==> src/rtl/lsu_split_if.sv <==
// Request, response and data-memory signals of the load/store unit.
// slave is the LSU side; master is the pipeline plus memory side.
interface lsu_split_if #(
  parameter int unsigned ADDR_W = 32
);
  logic              req_valid;
  logic              req_ready;
  logic              req_we;
  logic [2:0]        req_funct3;
  logic [ADDR_W-1:0] req_addr;
  logic [31:0]       req_wdata;

  logic              rsp_valid;
  logic [31:0]       rsp_rdata;
  logic              rsp_err;

  logic              mem_wen;
  logic              mem_ren;
  logic [ADDR_W-1:0] mem_addr;
  logic [2:0]        mem_type;
  logic [31:0]       mem_wdata;
  logic [31:0]       mem_rdata;

  modport slave (
    input  req_valid, req_we, req_funct3, req_addr, req_wdata, mem_rdata,
    output req_ready, rsp_valid, rsp_rdata, rsp_err,
    output mem_wen, mem_ren, mem_addr, mem_type, mem_wdata
  );

  modport master (
    output req_valid, req_we, req_funct3, req_addr, req_wdata, mem_rdata,
    input  req_ready, rsp_valid, rsp_rdata, rsp_err,
    input  mem_wen, mem_ren, mem_addr, mem_type, mem_wdata
  );
endinterface

==> src/rtl/lsu_split.sv <==
// Load/store unit: aligned accesses take one memory cycle. With LSU_MISALIGN_SPLIT_EN
// misaligned accesses become byte accesses; without it they are rejected with rsp_err.
module lsu_split #(
  parameter int unsigned ADDR_W = 32
) (
  input logic        clk,
  input logic        rst,
  lsu_split_if.slave bus
);

  typedef enum logic [1:0] {StIdle, StAcc, StResp} state_e;

  state_e            state_q, state_d;
  logic              we_q, we_d;
  logic [2:0]        funct3_q, funct3_d;
  logic [ADDR_W-1:0] addr_q, addr_d;
  logic [31:0]       wdata_q, wdata_d;
  logic [31:0]       data_q, data_d;
  logic              err_q, err_d;

  logic req_fire, req_illegal, req_aligned, req_err, acc_done;

`ifdef LSU_MISALIGN_SPLIT_EN
  logic       split_q, split_d;
  logic [1:0] cnt_q, cnt_d;
  logic [1:0] cnt_last;
`endif

  assign req_fire = bus.req_valid && (state_q == StIdle);

  always_comb begin
    req_illegal = (bus.req_funct3 == 3'b011) || (bus.req_funct3 == 3'b110) ||
                  (bus.req_funct3 == 3'b111) || (bus.req_we && bus.req_funct3[2]);
    case (bus.req_funct3[1:0])
      2'b00:   req_aligned = 1'b1;
      2'b01:   req_aligned = ~bus.req_addr[0];
      2'b10:   req_aligned = (bus.req_addr[1:0] == 2'b00);
      default: req_aligned = 1'b0;
    endcase
  end

`ifdef LSU_MISALIGN_SPLIT_EN
  assign req_err  = req_illegal;
  assign cnt_last = (funct3_q[1:0] == 2'b01) ? 2'd1 : 2'd3;
  assign acc_done = !split_q || (cnt_q == cnt_last);
`else
  assign req_err  = req_illegal || !req_aligned;
  assign acc_done = 1'b1;
`endif

  // State and datapath registers
  always_ff @(posedge clk) begin
    if (rst) begin
      state_q  <= StIdle;
      we_q     <= 1'b0;
      funct3_q <= 3'b000;
      addr_q   <= '0;
      wdata_q  <= '0;
      data_q   <= '0;
      err_q    <= 1'b0;
`ifdef LSU_MISALIGN_SPLIT_EN
      split_q  <= 1'b0;
      cnt_q    <= 2'd0;
`endif
    end else begin
      state_q  <= state_d;
      we_q     <= we_d;
      funct3_q <= funct3_d;
      addr_q   <= addr_d;
      wdata_q  <= wdata_d;
      data_q   <= data_d;
      err_q    <= err_d;
`ifdef LSU_MISALIGN_SPLIT_EN
      split_q  <= split_d;
      cnt_q    <= cnt_d;
`endif
    end
  end

  // Next state
  always_comb begin
    state_d = state_q;
    unique case (state_q)
      StIdle:  if (req_fire) state_d = req_err ? StResp : StAcc;
      StAcc:   if (acc_done) state_d = StResp;
      StResp:  state_d = StIdle;
      default: state_d = StIdle;
    endcase
  end

  // Request capture and load-data assembly
  always_comb begin
    we_d     = we_q;
    funct3_d = funct3_q;
    addr_d   = addr_q;
    wdata_d  = wdata_q;
    data_d   = data_q;
    err_d    = err_q;
`ifdef LSU_MISALIGN_SPLIT_EN
    split_d  = split_q;
    cnt_d    = cnt_q;
`endif
    if (req_fire) begin
      we_d     = bus.req_we;
      funct3_d = bus.req_funct3;
      addr_d   = bus.req_addr;
      wdata_d  = bus.req_wdata;
      data_d   = '0;
      err_d    = req_err;
`ifdef LSU_MISALIGN_SPLIT_EN
      split_d  = !req_aligned && !req_illegal;
      cnt_d    = 2'd0;
`endif
    end else if (state_q == StAcc) begin
`ifdef LSU_MISALIGN_SPLIT_EN
      if (split_q) begin
        if (!we_q) data_d[{cnt_q, 3'b000} +: 8] = bus.mem_rdata[7:0];
        cnt_d = cnt_q + 2'd1;
      end else if (!we_q) begin
        data_d = bus.mem_rdata;
      end
`else
      if (!we_q) data_d = bus.mem_rdata;
`endif
    end
  end

  // Outputs
  always_comb begin
    bus.req_ready = (state_q == StIdle);
    bus.rsp_valid = (state_q == StResp);
    bus.rsp_err   = (state_q == StResp) && err_q;
    bus.rsp_rdata = '0;
    bus.mem_wen   = 1'b0;
    bus.mem_ren   = 1'b0;
    bus.mem_addr  = '0;
    bus.mem_type  = 3'b000;
    bus.mem_wdata = '0;

    if ((state_q == StResp) && !err_q && !we_q) begin
      case (funct3_q)
        3'b000:  bus.rsp_rdata = {{24{data_q[7]}}, data_q[7:0]};
        3'b001:  bus.rsp_rdata = {{16{data_q[15]}}, data_q[15:0]};
        3'b010:  bus.rsp_rdata = data_q;
        3'b100:  bus.rsp_rdata = {24'h0, data_q[7:0]};
        3'b101:  bus.rsp_rdata = {16'h0, data_q[15:0]};
        default: bus.rsp_rdata = '0;
      endcase
    end

    if (state_q == StAcc) begin
      // Strobes are masked by reset so an aborted access never writes on the reset edge.
      bus.mem_wen   = we_q && !rst;
      bus.mem_ren   = !we_q && !rst;
      bus.mem_addr  = addr_q;
      bus.mem_type  = funct3_q;
      bus.mem_wdata = wdata_q;
`ifdef LSU_MISALIGN_SPLIT_EN
      if (split_q) begin
        bus.mem_addr  = addr_q + ADDR_W'(cnt_q);
        bus.mem_type  = 3'b100;
        bus.mem_wdata = {24'h0, wdata_q[{cnt_q, 3'b000} +: 8]};
      end
`endif
    end
  end

endmodule

==> src/flat_wrapper.sv <==
// flat-port wrapper written by rule: the top's interface ports become plain ports
module lsu_split_flat 
#(
  parameter int unsigned ADDR_W = 32
)
  (clk, rst, bus_req_valid, bus_req_we, bus_req_funct3, bus_req_addr, bus_req_wdata, bus_mem_rdata, bus_req_ready, bus_rsp_valid, bus_rsp_rdata, bus_rsp_err, bus_mem_wen, bus_mem_ren, bus_mem_addr, bus_mem_type, bus_mem_wdata);
  lsu_split_if #(.ADDR_W(ADDR_W)) bus_i ();
  input logic clk;
  input logic rst;
  input wire logic [$bits(bus_i.req_valid)-1:0] bus_req_valid;
  input wire logic [$bits(bus_i.req_we)-1:0] bus_req_we;
  input wire logic [$bits(bus_i.req_funct3)-1:0] bus_req_funct3;
  input wire logic [$bits(bus_i.req_addr)-1:0] bus_req_addr;
  input wire logic [$bits(bus_i.req_wdata)-1:0] bus_req_wdata;
  input wire logic [$bits(bus_i.mem_rdata)-1:0] bus_mem_rdata;
  output wire logic [$bits(bus_i.req_ready)-1:0] bus_req_ready;
  output wire logic [$bits(bus_i.rsp_valid)-1:0] bus_rsp_valid;
  output wire logic [$bits(bus_i.rsp_rdata)-1:0] bus_rsp_rdata;
  output wire logic [$bits(bus_i.rsp_err)-1:0] bus_rsp_err;
  output wire logic [$bits(bus_i.mem_wen)-1:0] bus_mem_wen;
  output wire logic [$bits(bus_i.mem_ren)-1:0] bus_mem_ren;
  output wire logic [$bits(bus_i.mem_addr)-1:0] bus_mem_addr;
  output wire logic [$bits(bus_i.mem_type)-1:0] bus_mem_type;
  output wire logic [$bits(bus_i.mem_wdata)-1:0] bus_mem_wdata;
  assign bus_i.req_valid = bus_req_valid;
  assign bus_i.req_we = bus_req_we;
  assign bus_i.req_funct3 = bus_req_funct3;
  assign bus_i.req_addr = bus_req_addr;
  assign bus_i.req_wdata = bus_req_wdata;
  assign bus_i.mem_rdata = bus_mem_rdata;
  assign bus_req_ready = bus_i.req_ready;
  assign bus_rsp_valid = bus_i.rsp_valid;
  assign bus_rsp_rdata = bus_i.rsp_rdata;
  assign bus_rsp_err = bus_i.rsp_err;
  assign bus_mem_wen = bus_i.mem_wen;
  assign bus_mem_ren = bus_i.mem_ren;
  assign bus_mem_addr = bus_i.mem_addr;
  assign bus_mem_type = bus_i.mem_type;
  assign bus_mem_wdata = bus_i.mem_wdata;
  lsu_split #(.ADDR_W(ADDR_W)) u_core (.clk(clk), .rst(rst), .bus(bus_i));
endmodule
==> config.mk <==
export PLATFORM = sky130hd
export DESIGN_NAME = lsu_split_flat
export DESIGN_NICKNAME = d
export VERILOG_FILES = /design/src/rtl/lsu_split_if.sv /design/src/rtl/lsu_split.sv /design/src/flat_wrapper.sv
export SDC_FILE = /design/constraint.sdc
export NUM_CORES = 1
export LEC_CHECK = 0
export ABC_AREA = 1
export BUFFER_PORTS_ARGS = -buffer_cell sky130_fd_sc_hd__clkbuf_2
export CAP_MARGIN = 20
export CELL_PAD_IN_SITES_DETAIL_PLACEMENT = 0
export CELL_PAD_IN_SITES_GLOBAL_PLACEMENT = 1
export CORE_ASPECT_RATIO = 1.5
export CORE_MARGIN = 4
export CORE_UTILIZATION = 28
export DETAILED_ROUTE_END_ITERATION = 10
export PLACE_DENSITY_LB_ADDON = 0.12
export SLEW_MARGIN = 20
export SYNTH_ARGS = -nofsm -noshare
export SYNTH_HDL_FRONTEND = slang
export SYNTH_SLANG_ARGS = --single-unit
==> constraint.sdc <==
create_clock -name clk -period 1.1 [get_ports clk]
set_input_delay 0.055 -clock clk [delete_from_list [all_inputs] [get_ports clk]]
set_output_delay 0.055 -clock clk [all_outputs]
set_load 0.03 [all_outputs]
==> impl_metrics.sql <==
INSERT INTO impl_metrics (metric_group, metric, value, unit) VALUES
('die', 'chipWidth', '114', 'um'),
('die', 'design.portCount', '207', ''),
('sta', 'final.setup_skew', '0.0113', 'ns'),
('yosys', 'synth-edff-count', '0', ''),
('die', 'core_region_area', '16300', 'um2'),
('sta', 'layout_worst_path_cycle_share', '145', '%'),
('critical_path', 'timing.critical_path.buf_inv', '5', ''),
('die', 'floorplan.die.height', '166', 'um'),
('power_and_ir_drop', 'combinationalPowerShare', '26.4', '%'),
('placement', 'port-buffer-count', '206', ''),
('grt', 'grt_antenna_before_repair', '0', ''),
('grt', 'grt_pass1_wl', '28100', 'um'),
('power_and_ir_drop', 'vdd_drop_max', '0.679', 'mV'),
('power_and_ir_drop', 'power.net_switching', '2.87', 'mW'),
('grt', 'grt_max_degree', '55', ''),
('cells_and_area', 'seqCellArea', '2070', 'um2'),
('critical_path', 'timing.critical_path.to', 'bus_rsp_rdata[13]', ''),
('critical_path', 'worstSetupEndpointType', 'output port', ''),
('drt', 'ant_nets', '0', ''),
('critical_path', 'cp.arrival', '1.54', 'ns'),
('critical_path', 'critical-path-max-stage-delay', '0.33', 'ns'),
('yosys', 'sequential_fraction_of_the_synthesis_area', '44.1', '%'),
('die', 'starting_density_of_the_core', '28.6', '%'),
('run', 'max_cap_violations', '0', ''),
('yosys', 'ys.warnings.count', '0', ''),
('critical_path', 'worst_path_maximum_fanout', '8', ''),
('drt', 'wl_per_cell', '14.5', 'um'),
('yosys', 'synth.top_cells.by_area', 'dfxtp_1 (44%), nor2_1 (17%), nand2_1 (8.2%)', ''),
('critical_path', 'worst_r2r_path_depth', '11', ''),
('placement', 'dpl.cell_count', '1127', ''),
('die', 'placementRows', '57', ''),
('sta', 'setup-violations-final', '206', ''),
('sta', 'worstMarginPinSlew', '0.352', 'ns'),
('sta', 'unrepaired_setup_endpoints_after_global_routing', 'true', ''),
('drt', 'router_iterations_before_antenna_repair', '4', ''),
('critical_path', 'startpoint_class', 'flip-flop', ''),
('cells_and_area', 'finalNonFillerCells', '1285', ''),
('power_and_ir_drop', 'power.density', '1050', 'nW/um2'),
('yosys', 'postSynthRegisterBits', '103', ''),
('min_path', 'hold_path_class', 'in -> reg', ''),
('clocking', 'clk-insertion-delay-late', '0.34', 'ns'),
('drt', 'vias_per_cell', '4.46', ''),
('critical_path', 'rr_endpoint', 'u_core.addr_q[5]', ''),
('power_and_ir_drop', 'pwr-share-seq', '41.3', '%'),
('cells_and_area', 'layout.filler_cells', '1466', ''),
('cells_and_area', 'area_of_the_multi_input_gates', '2610', 'um2'),
('power_and_ir_drop', 'power.total', '10.0', 'mW'),
('die', 'fp.dieArea', '18900', 'um2'),
('cells_and_area', 'antenna_cells_inserted', '0', ''),
('yosys', 'synth.lib_cells_used.distinct', '19', ''),
('yosys', 'yosysTopAreaCellShare', '44.1', '%'),
('yosys', 'postSynth.topFlopCell', 'dfxtp_1', ''),
('cells_and_area', 'net_count_reported_at_finish', '1177', ''),
('cells_and_area', 'area.growth.synth_to_final', '105', '%'),
('outcome', 'run_status', 'finished with violations', ''),
('sta', 'slew-limit-headroom', '76.5', '%'),
('outcome', 'failed_checks', 'setup timing', ''),
('clocking', 'tritoncts_num_sinks', '103', ''),
('sta', 'report.final.hold_viol_count', '0', ''),
('critical_path', 'crit_start', 'u_core.state_q[0]', ''),
('drt', 'drt_first_iter_violations', '228', ''),
('cells_and_area', 'final_util', '58.7', '%'),
('critical_path', 'crit_chain', 'inv_2 > nand2_4 > nor3_4 > buf_12 > buf_8 > inv_8 > a21oi_2 > clkbuf_8', ''),
('power_and_ir_drop', 'clkPwrFrac', '32.3', '%'),
('critical_path', 'reg2reg_slack', '-0.45', 'ns'),
('yosys', 'synth_top_area_cell', 'dfxtp_1', ''),
('placement', 'place_congestion', '0.781', ''),
('grt', 'vias_in_the_first_global_route', '5867', ''),
('cells_and_area', 'layout_commonest_cell', 'nor2_1', ''),
('sta', 'worst_slack', '-0.500', 'ns'),
('critical_path', 'critical_path_required', '1.04', 'ns');
[per-stage QoR]
stage / setup TNS [ns] / worst slack, ns / instance area, um2
finish: -75.70 / -0.500 / 9580
global route: -90.29 / -0.575 / 9580
CTS: -78.56 / -0.541 / 8990
detailed placement: -20.18 / -0.244 / 6380
global placement: -15.31 / -0.193 / 6380
floorplan: -18.39 / -0.192 / 4990
[power groups by stage]
stage | registers, mW | logic, mW | clock network [mW]
finish | 4.14 | 2.64 | 3.23
global route | 4.17 | 2.85 | 3.52
CTS | 4.12 | 2.30 | 3.39
detailed placement | 4.21 | 1.46 | 0
global placement | 4.19 | 1.44 | 0
floorplan | 4.17 | 0.960 | 0
[kinds of logic after synthesis]
kind of cell | Yosys count | synth area share, %
buffers and inverters | 147 | 13.1
AO/OA/AOI/OAI | 111 | 11.9
flip-flops | 103 | 44.1
AND/OR/NAND/NOR | 362 | 31.0
[routing by layer]
metal / vias up / track usage (%) / part of all wire (%)
met3: 20 / 3.14 / 4.8
met5: - / 0 / 0
met1: 2647 / 20.0 / 38
li1: 2901 / - / -
met2: 158 / 34.4 / 56
met4: 0 / 5.54 / 1.5
[sequential cells by signal, summed over array words and instances (netlist names)]
signal and count:
u_core.addr_q 32, u_core.funct3_q 3, u_core.state_q 2, u_core.we_q 1, u_core.wdata_q 32, u_core.err_q 1
u_core.data_q 32
[worst min-delay path, stage by stage]
cell,delay (ns)
clkbuf_2,0.12
o21ai_2,0.06
nor2_1,0.09
[repair_timing]
action | 4_1_cts | 5_1_grt
pin swaps | 13 | 51
gates resized for setup | 221 | 129
hold buffers | 99 | 0
setup buffers | 16 | 9
gates cloned | 12 | 13
endpoints found under the hold margin | 99 | 0
endpoints found under the setup margin | 206 | 206
[cell usage after synthesis, types with 3 or more instances]
cell      instances
nor2_1          218
dfxtp_1         103
nand2_1         102
inv_1           100
o21ai_0          66
a21oi_1          41
nand3_1          32
buf_2            24
clkbuf_1         14
buf_4             4
o21ai_1           4
inv_2             3
nand2_2           3
[cell type report]
class	count	area share, %
Clock buffer	11	2.43
Clock inverter	5	0.666
Inverter	103	4.32
Multi-Input combinational cell	475	27.2
Sequential cell	103	21.6
Tap cell	206	2.69
Timing Repair Buffer	382	41.1
[worst min-delay path by stage]
stage / cells past startpoint / slack [ns] / start / end
global route: 3 / 0.05 / bus_req_funct3[0] / u_core.funct3_q[0]
detailed placement: 3 / 0.29 / bus_mem_rdata[25] / u_core.data_q[25]
global placement: 3 / 0.29 / bus_req_addr[26] / u_core.addr_q[26]
finish: 3 / 0.02 / bus_req_funct3[0] / u_core.funct3_q[0]
CTS: 3 / 0.01 / bus_req_funct3[0] / u_core.funct3_q[0]
floorplan: 1 / 0.12 / rst / u_core.state_q[0]
Power figures use the tool's default switching activity.
